$ cat src/rtl/onehot_decoder_pkg.sv
// Shared types and helpers for the registered one-hot decoder.
package onehot_decoder_pkg;

    typedef enum logic [1:0] {
        IDLE = 2'd0,
        HOLD = 2'd1,
        SCAN = 2'd2
    } state_t;

    // Widest one-hot vector the helper can produce; NUM_OUT must not exceed it.
    localparam int unsigned ONEHOT_MAX = 64;

    // clog2 with a floor of 1 so single-value counters still get a bit.
    function automatic int unsigned cnt_width(input int unsigned n);
        return (n <= 2) ? 1 : $clog2(n);
    endfunction

    function automatic int unsigned ptr_width(input int unsigned num_out);
        return cnt_width(num_out);
    endfunction

    function automatic int unsigned div_width(input int unsigned scan_div);
        return cnt_width(scan_div);
    endfunction

    // One-hot of addr; all-zero when addr is not below num_out.
    function automatic logic [ONEHOT_MAX-1:0] onehot(input logic [63:0] addr,
                                                     input int unsigned num_out);
        if (addr >= 64'(num_out)) begin
            return '0;
        end
        return ONEHOT_MAX'(1) << addr;
    endfunction

endpackage

$ cat src/rtl/onehot_decoder_seq_scan_tick_div.sv
// Free-running divider producing a tick on the last cycle of each SCAN_DIV period.
module scan_tick_div
    import onehot_decoder_pkg::*;
#(
    parameter int unsigned SCAN_DIV = 4
) (
    input  logic clk,
    input  logic rst,
    input  logic clr,
    input  logic en,
    output logic tick
);

    localparam int unsigned DIV_W = div_width(SCAN_DIV);

    logic [DIV_W-1:0] cnt_q, cnt_d;
    logic             last;

    assign last = (cnt_q == DIV_W'(SCAN_DIV - 1));
    assign tick = en && last;

    // Next count: clear wins, otherwise count 0..SCAN_DIV-1 while enabled.
    always_comb begin
        cnt_d = cnt_q;
        if (clr) begin
            cnt_d = '0;
        end else if (en) begin
            cnt_d = last ? '0 : cnt_q + DIV_W'(1);
        end
    end

    // Counter register with asynchronous clear.
    always_ff @(posedge clk or posedge rst) begin
        if (rst) begin
            cnt_q <= '0;
        end else begin
            cnt_q <= cnt_d;
        end
    end

endmodule

$ cat src/rtl/onehot_decoder_seq.sv
// Registered one-hot decoder: handshaked direct decode or autonomous strobe scan.
module onehot_decoder_seq
    import onehot_decoder_pkg::*;
#(
    parameter int unsigned ADDR_W   = 2,
    parameter int unsigned NUM_OUT  = 4,
    parameter int unsigned SCAN_DIV = 4
) (
    input  logic               clk,
    input  logic               rst,
    input  logic               mode,
    input  logic               in_valid,
    output logic               in_ready,
    input  logic [ADDR_W-1:0]  in_addr,
    input  logic               out_ready,
    output logic [NUM_OUT-1:0] y,
    output logic               y_valid,
    output logic               addr_err,
    output logic               scan_wrap
);

    localparam int unsigned PTR_W = ptr_width(NUM_OUT);

    state_t             state_q, state_d;
    logic [NUM_OUT-1:0] y_q, y_d;
    logic               y_valid_q, y_valid_d;
    logic               addr_err_q, addr_err_d;
    logic               scan_wrap_q, scan_wrap_d;
    logic [PTR_W-1:0]   ptr_q, ptr_d;
    logic [PTR_W-1:0]   ptr_adv;
    logic               ptr_wraps;
    logic               tick;
    logic               scanning;
    logic               accept;

    assign scanning = mode && (state_q == SCAN);
    assign in_ready = !mode && (state_q != SCAN) && (!y_valid_q || out_ready);
    assign accept   = in_valid && in_ready;

    // Divider is held clear outside an active scan so every entry starts at 0.
    scan_tick_div #(
        .SCAN_DIV(SCAN_DIV)
    ) u_div (
        .clk (clk),
        .rst (rst),
        .clr (!scanning),
        .en  (scanning),
        .tick(tick)
    );

    // Scan pointer step: advance on each divider tick, wrapping after NUM_OUT-1.
    always_comb begin
        ptr_adv   = ptr_q;
        ptr_wraps = 1'b0;
        if (tick) begin
            if (ptr_q == PTR_W'(NUM_OUT - 1)) begin
                ptr_adv   = '0;
                ptr_wraps = 1'b1;
            end else begin
                ptr_adv = ptr_q + PTR_W'(1);
            end
        end
    end

    // Next-state logic: mode has priority over the direct-decode handshake.
    always_comb begin
        state_d     = state_q;
        y_d         = y_q;
        y_valid_d   = y_valid_q;
        addr_err_d  = 1'b0;
        scan_wrap_d = 1'b0;
        ptr_d       = ptr_q;
        if (mode) begin
            if (state_q != SCAN) begin
                // Entering scan drops any pending HOLD output without handshake.
                state_d   = SCAN;
                ptr_d     = '0;
                y_d       = NUM_OUT'(1);
                y_valid_d = 1'b1;
            end else begin
                ptr_d       = ptr_adv;
                scan_wrap_d = ptr_wraps;
                y_d         = NUM_OUT'(onehot(64'(ptr_adv), NUM_OUT));
                y_valid_d   = 1'b1;
            end
        end else if (state_q == SCAN) begin
            state_d   = IDLE;
            ptr_d     = '0;
            y_d       = '0;
            y_valid_d = 1'b0;
        end else if (accept) begin
            state_d    = HOLD;
            y_d        = NUM_OUT'(onehot(64'(in_addr), NUM_OUT));
            y_valid_d  = 1'b1;
            addr_err_d = (64'(in_addr) >= 64'(NUM_OUT));
        end else if (y_valid_q && out_ready) begin
            state_d   = IDLE;
            y_d       = '0;
            y_valid_d = 1'b0;
        end
    end

    // State and output registers with asynchronous clear.
    always_ff @(posedge clk or posedge rst) begin
        if (rst) begin
            state_q     <= IDLE;
            y_q         <= '0;
            y_valid_q   <= 1'b0;
            addr_err_q  <= 1'b0;
            scan_wrap_q <= 1'b0;
            ptr_q       <= '0;
        end else begin
            state_q     <= state_d;
            y_q         <= y_d;
            y_valid_q   <= y_valid_d;
            addr_err_q  <= addr_err_d;
            scan_wrap_q <= scan_wrap_d;
            ptr_q       <= ptr_d;
        end
    end

    assign y         = y_q;
    assign y_valid   = y_valid_q;
    assign addr_err  = addr_err_q;
    assign scan_wrap = scan_wrap_q;

endmodule

$ cat config.mk
export PLATFORM = sky130hd
export DESIGN_NAME = onehot_decoder_seq
export DESIGN_NICKNAME = d
export VERILOG_FILES = /design/src/rtl/onehot_decoder_pkg.sv /design/src/rtl/onehot_decoder_seq_scan_tick_div.sv /design/src/rtl/onehot_decoder_seq.sv
export SDC_FILE = /design/constraint.sdc
export NUM_CORES = 1
export LEC_CHECK = 0
export ABC_AREA = 1
export CORE_MARGIN = 5
export CORE_UTILIZATION = 38
export DETAILED_ROUTE_END_ITERATION = 10
export PLACE_DENSITY = 0.66
export SLEW_MARGIN = 20
export SYNTH_ARGS = -nofsm -noshare
export SYNTH_HDL_FRONTEND = slang
export SYNTH_SLANG_ARGS = --single-unit
$ cat constraint.sdc
create_clock -name clk -period 1.6 [get_ports clk]
set_clock_uncertainty 0.05 [all_clocks]
set_input_delay 0.32 -clock clk [delete_from_list [all_inputs] [get_ports clk]]
set_output_delay 0.32 -clock clk [all_outputs]
set_load 0.05 [all_outputs]
# [Word level (Yosys, flattened, before mapping)]
# Index checks and enable logic that the tools add are counted.
[word_totals] output_inout_bits=8 input_bits=7 regBits=12
[classes] n_eq_ne=5 mux=25 shift=2 n_addsub=2 reduce_logical=12
[ops] op="$mux W2" n=12
[ops] op="$mux W4" n=5
[ops] op="$mux W1" n=8
[ops] op="$shl A1 B2 Y4 const A" n=2
[ops] op="$eq A2 B2 Y1 const B" n=3
[ops] op="$logic_and A1 B1 Y1" n=6
[ops] op="$add A2 B1 Y2 const B" n=2
[ops] op="$reduce_bool A4 Y1" n=1
[ops] op="$logic_not A1 Y1" n=2
[ops] op="$ne A2 B1 Y1 const B" n=1
[ops] op="$ne A2 B2 Y1 const B" n=1
[ops] op="$reduce_and A2 Y1" n=1
[ops] op="$reduce_bool A2 Y1" n=1
[ops] op="$logic_or A1 B1 Y1" n=1

# [Logic depth before layout (Yosys ltp)]
[depth] depth_word=7 depth_mapped=9 depth_no_buf=9

# [Cells and area by module]
# From an unflattened synthesis, not the netlist that was laid out.
[hier_totals] hier_cells=90 area_unflattened_um2=711.9
[by_module_without_submodules] module="onehot_decoder_seq" cells_each=75 instances=1 area_each_um2=600.6
[by_module_without_submodules] module="scan_tick_div" cells_each=15 instances=1 area_each_um2=111.4

# [Worst setup path after synthesis]
# No wires, ideal clock.
[synth_timing] path_kind="register to output" startpoint="register y_valid_q (netlist: y_valid)" endpoint="output in_ready" path_stages_with_launch=4 t_arrival_ns=1.445 slack_ns=-0.215 cell_sequence="dfrtp_1 -> nand2_1 -> inv_1 -> nor2_1"
[synth_between] elab_chain_len=3
[synth_lines] item="start, declared" line="onehot_decoder_seq.sv:26" source="logic y_valid_q, y_valid_d;"
[synth_lines] item="start signal, assigned" line="onehot_decoder_seq.sv:115" source="y_valid_q <= y_valid_d;"
[synth_lines] item="$logic_not A1 Y1" line="onehot_decoder_seq.sv:37" source="assign in_ready = !mode && (state_q != SCAN) && (!y_valid_q || out_ready);"
[synth_lines] item="$logic_or A1 B1 Y1" line="onehot_decoder_seq.sv:37"
[synth_lines] item="$logic_and A1 B1 Y1" line="onehot_decoder_seq.sv:37"
[synth_lines] item="end, declared" line="onehot_decoder_seq.sv:13" source="output logic in_ready,"
# Every way passes these cells.

# [Worst setup path after layout]
[layout_timing] startpoint="register state_q[1]" endpoint="output in_ready"
[layout_between] elab_chain_len=3
[layout_lines] item="start, declared" line="onehot_decoder_seq.sv:24" source="state_t state_q, state_d;"
[layout_lines] item="start signal, assigned" line="onehot_decoder_seq.sv:113" source="state_q <= state_d;"
[layout_lines] item="$ne A2 B2 Y1" line="onehot_decoder_seq.sv:37"
[layout_lines] item="$logic_and A1 B1 Y1 (2 in series)" line="onehot_decoder_seq.sv:37"
# Every way passes these cells.

==> qor.yml <==
cts_tree: "yes"
ys_top_cells_by_area: "dfrtp_1, inv_1, nand2_1"
status: "finished, final reports clean"
nets: 123
antenna_found_initial: 0
max_freq_ghz: 0.652
dieWidth_um: 51.5
stdcell_count: 130
final_common_cell: "buf_4"
cp-end-kind: "output pin"
critical_path.reg2reg.startpoint: "u_div.cnt_q[0]"
synth_cells: 81
cp_top_family: "flip-flops"
cpPeakStageDelay_ps: 400
ctsHoldBuffers: 0
areaGrowthSynthToFinish_pct: 58.6
io_pins: 15
cp.arrival_ps: 1160
r2r_cells: 8
ys_seq_elements: 12
first_pass_iters: 3
antenna_cells: 0
ys_types: 22
setup_violations: 0
reg2reg_slack_ps: 220
fin_setup_tns_ps: 0
worst_path_max_delay_cell: "dfrtp_1"
clock_sinks: 12
seq_area_um2: 300
critPathKind: "reg -> out"
gr-total-overflow: 0
place.gp.congestion: 0.787
clkSlewWorstSetupHoldPaths_ps: 80
most-common-layout-cells: "buf_4, inv_1, dfrtp_1, nand2_1"
cts-htree-levels: 1
first_iter_violations: 3
wl_mm: 1.52
num-fill-cells: 149
leakage_nw: 0.542
clock_path_buffers: 2
r2r_end: "y[0]"
die-height_um: 51.5
grtUsageTotal_pct: 13.8
layout_min_cycle_time_ps: 1530
synthesis.nets: 90
grt_pass1_wl_mm: 2.62
num_vias: 617
port_buffers: 13
fp.dieArea_mm2: 0.00266
stdcell_area_mm2: 0.00104
netlist_area_um2: 656
syn_area_per_cell_um2: 8.09
fin_crit_sh_pct: 95.9
cp.required_ps: 1230
synth_top_area_cell: "dfrtp_1"
synth_top_area_share_pct: 45.8
place_hpwl_mm: 1.19
hold_viol_final: 0
rows: 15
place_inst: 121
routedWlPerCell_um: 11.7
p_per_area_mw_per_mm2: 713
multi_input_area_um2: 294
drv_cap: 0
yosysSeqAreaShare_pct: 45.8
grt_max_degree: 13
grt_pass1_vias: 610
drtAntennaViolNets: 0
path_cells: "inv_2, o21ai_4, nor2_4, buf_12"
start_util_pct: 38.8
cts-root-buf: "clkbuf_4"
clk_latency_ps: 270
crit_path_start_kind: "flip-flop"
core_mm2: 0.00169
final_util_pct: 61.6
post_dp_cell_area_um2: 955
path_buf_inv: 2
hold_class: "in -> async"
critPathMaxFanout: 4
drive_gt1_share_pct: 38.1
numCtsBuffers: 3
ys_warn_count: 0
drv_slew: 0
via_per_inst: 4.75
peakVddDrop_v: 0.000386
drc: 0
==> layer usage <==
layer / track usage, % / wire (um) / part of all wire (%)
met2: 21.2 / 740 / 49
met5: 0 / 0 / 0
met4: 10.5 / 40 / 2.6
met3: 2.87 / 57 / 3.8
met1: 17.0 / 678 / 45
==> repair_timing <==
item                                    CTS  global route
pin swaps                                 1             2
setup buffers                             0             5
resized for setup                         4             3
endpoints found under the setup margin    1             1
==> report_power, final <==
group	internal (mW)	leakage (nW)	switching, mW
sequential	0.314	0.158	0.0123
clock	0.138	0.0210	0.102
combinational	0.0830	0.364	0.0910
total	0.536	0.542	0.205
==> sequential cells by signal, summed over array words and instances (netlist names) <==
signal,cells
u_div.cnt_q,2
y,4
scan_wrap,1
ptr_q,2
state_q,2
y_valid,1
==> synthesized netlist by cell type, drive strengths merged <==
master	n
nor2	11
buf	1
conb	1
o21ai	4
o22ai	2
nand2	16
o21bai	1
nand3	9
inv	17
a21oi	1
ha	2
nor3	2
nand4	2
dfrtp	12
==> metrics by stage <==
| stage | power [mW] | setup slack [ps] | hold WS [ps] |
|---|---|---|---|
| 2_1_floorplan | 0.407 | 3.68 | 135 |
| 3_3_place_gp | 0.486 | -76.8 | 374 |
| 3_5_place_dp | 0.490 | -100 | 391 |
| 4_1_cts | 0.738 | 29.1 | 313 |
| 5_1_grt | 0.787 | -0.242 | 332 |
| 6_report | 0.741 | 65.7 | 299 |
==> kinds of logic (layout without fill, tap and decap cells) <==
group | count (synthesis) | in the layout | synth area share (%)
simple gates | 40 | 40 | 30.3
buf+inv | 18 | 50 | 10.9
flops | 12 | 12 | 45.8
compound gates | 8 | 8 | 8.59
fa+ha+maj | 2 | 2 | 3.82
other cells | 1 | 1 | 0.572
==> worst register-to-register path: cells and delay by family (launching register included) <==
kind / cells / cell delay (ps)
fa+ha+maj: 1 / 230
simple gates: 7 / 630
flops: 1 / 360
==> final cells by class <==
type	instances	share of cell area, %
well taps	17	2.05
clock buffers	4	3.49
inverters	17	6.38
multi-input cells	51	28.3
flip-flops and latches	12	28.9
repair buffers	29	30.9
==> worst max-delay path by stage <==
stage                     from       end  slack (ps)  depth (start not counted)
finish              state_q[1]  in_ready          70                          4
global placement          mode  in_ready         -80                          5
CTS                  out_ready  in_ready          30                          6
detailed placement        mode  in_ready        -100                          5
global route        state_q[1]  in_ready        -0.2                          4
floorplan              y_valid  in_ready           4                          3
Note: power is estimated with default switching activity, not from simulation.
